**src/rtl/rcservo_pkg.sv**
```systemverilog
// Shared types and constants for the RC-servo pulse decoder.
// Optional pulse range rejection in rcservo_decode is enabled by RCSERVO_RANGE_CHECK_EN.
package rcservo_pkg;

    localparam int unsigned W_BITS = 12;
    localparam int unsigned F_BITS = 13;

    localparam logic [W_BITS-1:0] W_ZERO   = 12'd256;
    localparam logic [W_BITS-1:0] W_FULL   = 12'd511;
    localparam logic [W_BITS-1:0] W_SAT    = 12'd4095;
    localparam logic [W_BITS-1:0] W_REJ_LO = 12'd192;
    localparam logic [W_BITS-1:0] W_REJ_HI = 12'd575;

    typedef enum logic [1:0] {
        ARM  = 2'd0,
        IDLE = 2'd1,
        HIGH = 2'd2
    } state_t;

    // Map a width in ticks onto the 0..255 position scale, saturating both ends.
    function automatic logic [7:0] w_to_pos(input logic [W_BITS-1:0] w);
        if (w < W_ZERO) begin
            return '0;
        end else if (w > W_FULL) begin
            return '1;
        end else begin
            return w[7:0];
        end
    endfunction

endpackage

```
**src/rtl/rcservo_tick.sv**
```systemverilog
// Free-running prescaler: one-clk tick every ClkDiv cycles, never restarted by the input.
module rcservo_tick #(
    parameter int unsigned ClkDiv = 98
) (
    input  logic clk,
    input  logic rst,
    output logic tick
);

    localparam int unsigned CW = (ClkDiv > 1) ? $clog2(ClkDiv) : 1;

    logic [CW-1:0] cnt;

    assign tick = (cnt == CW'(ClkDiv - 1));

    always_ff @(posedge clk) begin
        if (rst) begin
            cnt <= '0;
        end else if (tick) begin
            cnt <= '0;
        end else begin
            cnt <= cnt + 1'b1;
        end
    end

endmodule

```
**src/rtl/rcservo_decode.sv**
```systemverilog
// RC-servo pulse decoder: measures high time in ticks, converts to 8-bit position, flags loss.
// Define RCSERVO_RANGE_CHECK_EN to reject out-of-range pulses and add the err strobe.
module rcservo_decode
    import rcservo_pkg::*;
#(
    parameter int unsigned ClkDiv       = 98,
    parameter int unsigned TimeoutTicks = 8191
) (
    input  logic       clk,
    input  logic       rst,
    input  logic       in,
    output logic [7:0] pos,
    output logic       valid,
    output logic       lost
`ifdef RCSERVO_RANGE_CHECK_EN
    ,
    output logic       err
`endif
);

    localparam logic [F_BITS-1:0] F_SAT = F_BITS'(TimeoutTicks);

    logic              s1, s2, s3;
    logic              rise, fall;
    logic              tick;
    logic [1:0]        settle;
    state_t            state, state_nx;
    logic [W_BITS-1:0] w;
    logic [F_BITS-1:0] f;
    logic              load_w, inc_w, done;
    logic              range_bad, rej, accept;

    rcservo_tick #(.ClkDiv(ClkDiv)) u_tick (
        .clk  (clk),
        .rst  (rst),
        .tick (tick)
    );

    assign rise = s2 & ~s3;
    assign fall = ~s2 & s3;

`ifdef RCSERVO_RANGE_CHECK_EN
    assign range_bad = (w < W_REJ_LO) || (w > W_REJ_HI);
`else
    assign range_bad = 1'b0;
`endif
    assign rej    = done & range_bad;
    assign accept = done & ~range_bad;
    assign lost   = (f == F_SAT);

    always_ff @(posedge clk) begin
        if (rst) begin
            state <= ARM;
        end else begin
            state <= state_nx;
        end
    end

    // The synchronizer holds reset zeros for its first cycles; ARM only trusts s2 once settle saturates.
    always_comb begin
        state_nx = state;
        load_w   = 1'b0;
        inc_w    = 1'b0;
        done     = 1'b0;
        case (state)
            ARM: begin
                if ((settle == 2'd3) && !s2) begin
                    state_nx = IDLE;
                end
            end
            IDLE: begin
                if (rise) begin
                    load_w   = 1'b1;
                    state_nx = HIGH;
                end
            end
            HIGH: begin
                if (fall) begin
                    done     = 1'b1;
                    state_nx = IDLE;
                end else if (w == W_SAT) begin
                    state_nx = ARM;
                end else if (tick) begin
                    inc_w = 1'b1;
                end
            end
            default: state_nx = ARM;
        endcase
    end

    always_ff @(posedge clk) begin
        if (rst) begin
            s1     <= 1'b0;
            s2     <= 1'b0;
            s3     <= 1'b0;
            settle <= '0;
            w      <= '0;
            f      <= F_SAT;
            pos    <= '0;
            valid  <= 1'b0;
        end else begin
            s1    <= in;
            s2    <= s1;
            s3    <= s2;
            valid <= accept;
            if (settle != 2'd3) begin
                settle <= settle + 1'b1;
            end
            if (load_w) begin
                w <= '0;
            end else if (inc_w) begin
                w <= w + 1'b1;
            end
            if (accept) begin
                pos <= w_to_pos(w);
            end
            if (accept) begin
                f <= '0;
            end else if (tick && (f != F_SAT)) begin
                f <= f + 1'b1;
            end
        end
    end

`ifdef RCSERVO_RANGE_CHECK_EN
    always_ff @(posedge clk) begin
        if (rst) begin
            err <= 1'b0;
        end else begin
            err <= rej;
        end
    end
`else
    logic rej_unused;
    assign rej_unused = rej;
`endif

endmodule

```
**config.mk**
```make
export PLATFORM = sky130hd
export DESIGN_NAME = rcservo_decode
export DESIGN_NICKNAME = d
export VERILOG_FILES = /design/src/rtl/rcservo_pkg.sv /design/src/rtl/rcservo_tick.sv /design/src/rtl/rcservo_decode.sv
export SDC_FILE = /design/constraint.sdc
export NUM_CORES = 1
export LEC_CHECK = 0
export CORE_ASPECT_RATIO = 2
export CORE_MARGIN = 5
export CORE_UTILIZATION = 30
export CTS_CLUSTER_DIAMETER = 30
export CTS_CLUSTER_SIZE = 30
export DETAILED_ROUTE_END_ITERATION = 16
export PLACE_DENSITY = 0.49
export SLEW_MARGIN = 20
export SYNTH_ARGS = -nofsm -noshare
export SYNTH_HDL_FRONTEND = slang
export SYNTH_SLANG_ARGS = --single-unit
```
**constraint.sdc**
```tcl
create_clock -name clk -period 2.6 [get_ports clk]
set_input_delay 0.52 -clock clk [delete_from_list [all_inputs] [get_ports clk]]
set_output_delay 0.52 -clock clk [all_outputs]
set_load 0.05 [all_outputs]
```
==> results of run 1 <==
==> layer usage <==
layer,part of all wire [%],vias up,global-route usage (%)
met1,39,986,13.2
met3,2.1,7,2.03
met4,1.8,0,5.02
met2,57,23,24.4
met5,0,-,0
li1,-,1021,-
==> worst max-delay path, delay by kind of cell (launching register included) <==
kind / cells / cell delay, ns
and+or+nand+nor: 2 / 0.65
DFF: 1 / 0.41
buffers and inverters: 2 / 0.33
adders and majority gates: 1 / 0.28
==> metrics by stage <==
stage / cells / util, %
4_1_cts: 370 / 35.9
3_3_place_gp: 362 / 33.8
2_1_floorplan: 265 / -
5_1_grt: 371 / 36.0
6_report: 371 / 36.0
3_5_place_dp: 362 / 33.8
==> logic make-up after synthesis <==
| logic type | count (synthesis) | share of synthesized area [%] |
|---|---|---|
| AO/OA/AOI/OAI | 56 | 16.9 |
| flip-flops | 48 | 41.7 |
| buffers and inverters | 23 | 3.96 |
| multiplexers | 2 | 0.869 |
| AND/OR/NAND/NOR | 125 | 31.6 |
| XOR/XNOR | 6 | 2.28 |
| adder cells (fa/ha/maj) | 5 | 2.71 |
==> layout make-up <==
type                       instances  area, µm²  share of cell area (%)
multi-input combinational        194       1270                    46.7
sequential                        48        961                    35.4
timing repair buffer              19        183                    6.73
clock buffer                       6        139                    5.12
tap                               94        118                    4.33
inverter                           8       33.8                    1.24
clock inverter                     2       13.8                   0.507
==> path summary, 6_finish.rpt <==
kind,start,endpoint,slack [ns],depth (start not counted)
min,s1,s2,0.44,1
min reg2reg,s1,s2,0.44,1
max reg2reg,u_tick.cnt[0],w[7],0.23,5
max,f[0],lost,0.12,5
==> flip-flops by register name (all words and copies together) (netlist names) <==
signal      cells
f              13
pos             8
s1              1
s2              1
s3              1
settle          2
state           2
u_tick.cnt      7
valid           1
w              12
==> what timing repair did <==
action,in CTS,in global routing
hold buffers,0,0
gates cloned,0,0
setup buffers,0,1
resized for setup,1,0
endpoints found under the setup margin,1,1
endpoints found under the hold margin,0,0
==> cell usage in the layout, fill, tap and decap left out, drive strengths merged, types with 4 or more instances in the layout <==
master,synthesis,final
dfxtp,48,48
nor2,29,29
a21oi,21,21
nor3,13,13
nand3,11,11
clkdlybuf4s50,0,11
nand2,10,10
or4,10,10
o31ai,8,8
or3,8,8
inv,8,8
buf,3,8
nor2b,7,7
nand4,6,6
nor4,6,6
o311a,6,6
clkbuf,12,6
and4,5,5
ha,5,5
nand2b,4,4
o21ai,4,4
==> cell usage after synthesis (all sizes together) (3+ instances only) <==
cell | count | share of area, %
o21ai | 4 | 0.87
clkbuf | 12 | 2.0
dfxtp | 48 | 42
nor2 | 29 | 4.7
xor2 | 3 | 1.1
nand2b | 4 | 1.1
nand4 | 6 | 1.6
or4 | 10 | 3.3
or3 | 8 | 2.2
nand3 | 11 | 2.4
nand2 | 10 | 1.6
nor2b | 7 | 1.9
buf | 3 | 0.71
a21oi | 21 | 4.6
ha | 5 | 2.7
and4 | 5 | 1.9
nor3 | 13 | 2.8
and3 | 3 | 0.81
a31oi | 3 | 0.81
inv | 8 | 1.3
a311o | 3 | 1.3
o31ai | 8 | 2.6
xnor2 | 3 | 1.1
nor4 | 6 | 1.6
o311a | 6 | 2.6
==> power by group through the flow <==
stage | clock [mW] | combinational, mW | sequential, mW
final | 0.679 | 0.0702 | 0.763
after global routing | 0.737 | 0.0790 | 0.765
after CTS | 0.701 | 0.0711 | 0.763
after detailed placement | 0 | 0.0703 | 0.779
after global placement | 0 | 0.0686 | 0.779
after floorplan | 0 | 0.0492 | 0.776
==> results.toml, run 1 <==
[final_layout]
drive_gt1_share_pct = 7.94
nNetsFinal = 284
area_growth_pct = 17.8
n_fill_cell = 817
diodes = 0
fin_area_mm2 = 0.00272

[floorplanning]
initial_core_util_pct = 30.5
dieArea_mm2 = 0.00964
design.core.area_mm2 = 0.00754
ios = 13
die_y_um = 134
die_w_um = 72.0
rows = 45

[sta]
setup_viol = 0
maxSlewHeadroom_pct = 63.3
finClkSkew_ns = 0.00992
setup_tns_ns = 0
worst_slew_pin_slew_ns = 0.550
period_minus_slack_ns = 2.48
drv_slew = 0
fin_ws_ns = 0.119
rsz0062_at_grt = "no"
hold_viol_final = 0
timing.hold.ws_ns = 0.445
fmax_ghz = 0.403
finalCritPeriodShare_pct = 95.4

[logic_synthesis]
synthArstFlopShare_pct = 0
ys_seq_area_share_pct = 41.7
avgSynthCellArea_um2 = 8.70
synth_flop_cell = "dfxtp_1"
syn_inst = 265
synth.distinct_cells = 45
yosysWarnings = 0
synthesis.area_mm2 = 0.00230
synth_seq_cells = 48
synth-edff-count = 0
syn_nets = 273

[pwr]
p_sw_share_pct = 22.7
p_leak_nw = 0.994
peakVddDrop_v = 0.000360
seqPwrFrac_pct = 50.5
p_clk_share_pct = 44.9
power_switching_mw = 0.344
power_density_mw_per_mm2 = 557
intPower_mw = 1.17
comb_power_share_pct = 4.6
total_power_mw = 1.51

[global_route]
grt_max_degree = 23
grt_pass1_vias = 1980
track_usage_pct = 12.7
antenna_found_initial = 0
grt_first_pass_wirelength_um = 9710
grt-ovfl-total = 0

[clock_network]
cts_sinks = 48
path_clk_slew_ns = 0.07
cts_tree = "yes"
clock_path_buffers = 2
clk_latency_ns = 0.29
cts_max_level = 2
cts_root_buffer = "clkbuf_16"
numCtsBuffers = 5

[drt]
initialDrtViolationCount = 101
vias = 2037
drt-total-wl_um = 5710
wl_per_cell_um = 15.4
post_drt_via_cell_ratio = 5.49
drc_errors = 0
first_pass_iters = 4
ant_nets = 0

[place]
placed_area_mm2 = 0.00255
dp_hpwl_um = 4090
port_buffers = 12
dpl_worst_slack_ns = 0.248
gp_congestion = 0.785

[critical_path]
slowest_stage = "or4_1"
slowest_delay_ns = 0.55
crit_arrival_ns = 1.96
startpoint_type = "register"
endpoint_kind = "primary output"
crit_fanout = 6
crit_type = "register to primary output"
cp_cell_sequence = "ha_1, nand3_1, or4_1, clkinvlp_4, buf_12"
required_ns = 2.08

[run]
maxCapViolCount = 0

[status]
outcome = "completed"

[min_path]
hold_class = "register to register"
No activity file was read; power rests on OpenSTA's default activity.
==> inputs of run 2 (changes only) <==
- CORE_MARGIN: 5 -> default
==> run 2 against run 1 <==
Effect of this change:
- die area down 16%
- clock-buffer cell count did not move
- highest routed layer unchanged
- sequential cell count unchanged
- final area rose by 1.1%
- clock skew about the same
- cell count fell by 0.27%
- sequential share of layout area shrank 0.39 points
- clock power up 14%
==> results.toml, run 2 (synthesis results as in run 1) <==
[final_layout]
drive_gt1_share_pct = 8.27
register_area_um2 = 961
fin_area_mm2 = 0.00275
fin_util_pct = 37.5
area_growth_pct = 19.1
mostFrequentLayoutCell = "dfxtp_1"
reg_top3 = "f: 13 flops, w: 12 flops, pos: 8 flops"
largest_reg_flops = 13
final_cell_mix = "dfxtp_1, nor2_1, a21oi_1"
nNetsFinal = 285
final_cell_count_no_fill = 370
n_fill_cell = 764
diodes = 0
multi_input_area_mm2 = 0.00127
top_register = "f"

[clock_network]
cts_root_buffer = "clkbuf_16"
numCtsBuffers = 5
cts_tree = "yes"
cts_sinks = 48
clock_path_buffers = 2
clk_latency_ns = 0.29
path_clk_slew_ns = 0.07
cts_max_level = 2

[floorplanning]
initial_core_util_pct = 31.5
die_y_um = 126
die_w_um = 64.0
rows = 44
ios = 13
dieArea_mm2 = 0.00806
design.core.area_mm2 = 0.00732

[drt]
initialDrtViolationCount = 86
drt-total-wl_um = 5620
wl_per_cell_um = 15.2
vias = 2019
ant_nets = 0
post_drt_via_cell_ratio = 5.46
first_pass_iters = 4
drc_errors = 0

[critical_path]
crit_arrival_ns = 1.94
crit_type = "register to primary output"
crit_fanout = 6
endpoint_kind = "primary output"
startpoint = "f[0]"
required_ns = 2.08
timing.rr.start = "u_tick.cnt[0]"
startpoint_type = "register"

[min_path]
hold_class = "register to register"
hold_path.startpoint = "s1"

[sta]
worst_slew_pin_slew_ns = 0.523
drv_slew = 0
maxSlewHeadroom_pct = 65.1
fmax_ghz = 0.406
setup_viol = 0
hold_viol_final = 0
period_minus_slack_ns = 2.46
setup_tns_ns = 0
finalCritPeriodShare_pct = 94.8
finClkSkew_ns = 0.00956
rsz0062_at_grt = "no"

[global_route]
grt_pass1_vias = 1975
track_usage_pct = 15.4
grt_first_pass_wirelength_um = 9520
grt_max_degree = 23
grt-ovfl-total = 0
antenna_found_initial = 0

[pwr]
comb_power_share_pct = 4.3
seqPwrFrac_pct = 47.5
power_density_mw_per_mm2 = 585
power_switching_mw = 0.342
p_clk_share_pct = 48.3
p_sw_share_pct = 21.3
intPower_mw = 1.26
peakVddDrop_v = 0.000248
p_leak_nw = 1.01

[place]
dp_hpwl_um = 4000
gp_congestion = 0.817
port_buffers = 12
placed_area_mm2 = 0.00255
placed_cells = 360

[status]
outcome = "completed"

[run]
maxCapViolCount = 0
==> run 2: cell count changes in the layout (fill, tap and decap cells not counted), sizes merged <==
cell / change
buf: +1
bufinv: +1
inv: -1
==> run 2: layout make-up <==
type | instances | area share (%)
multi-input cells | 194 | 46.2
flip-flops and latches | 48 | 35.0
repair buffers | 20 | 6.93
clock buffers | 6 | 5.06
well taps | 92 | 4.19
clock inverters | 2 | 1.41
inverters | 8 | 1.23
==> run 2: final timing paths <==
kind	end	slack, ns	cells after the start
max	lost	0.14	5
min reg2reg	s2	0.46	1
max reg2reg	w[7]	0.24	5
min	s2	0.46	1
==> run 2: worst max-delay path, stage by stage, from the launching register on <==
cell and delay [ns]:
dfxtp_1 0.41, ha_1 0.27, nand3_1 0.09, or4_1 0.55
clkinvlp_4 0.18, buf_12 0.14
==> run 2: per-stage QoR <==
stage | power (mW) | hold WS (ns) | worst slack [ns]
5_1_grt | 1.67 | 0.488 | 0.0302
2_1_floorplan | 0.826 | 0.414 | 0.531
4_1_cts | 1.63 | 0.467 | 0.0376
3_5_place_dp | 0.849 | 0.453 | 0.246
6_report | 1.61 | 0.462 | 0.136
3_3_place_gp | 0.847 | 0.443 | 0.280
==> run 2: layer usage <==
metal / up-vias / global-route usage, % / share of wire, %
li1: 1021 / - / -
met1: 943 / 16.2 / 39
met2: 38 / 26.8 / 55
met3: 17 / 2.90 / 2.2
met4: 0 / 10.8 / 4.5
met5: - / 0 / 0
==> run 2: repair_timing <==
| item | in CTS | in global routing |
|---|---|---|
| buffers inserted | 0 | 2 |
| setup endpoints to repair | 1 | 1 |
| hold endpoints to repair | 0 | 0 |
| hold buffers | 0 | 0 |
| resized for setup | 1 | 0 |
==> run 2: power by group through the flow <==
stage / Combinational, mW / Sequential (mW) / Clock (mW)
2_1_floorplan: 0.0492 / 0.776 / 0
3_3_place_gp: 0.0684 / 0.779 / 0
3_5_place_dp: 0.0694 / 0.780 / 0
4_1_cts: 0.0698 / 0.763 / 0.802
5_1_grt: 0.0789 / 0.765 / 0.827
6_report: 0.0687 / 0.763 / 0.775
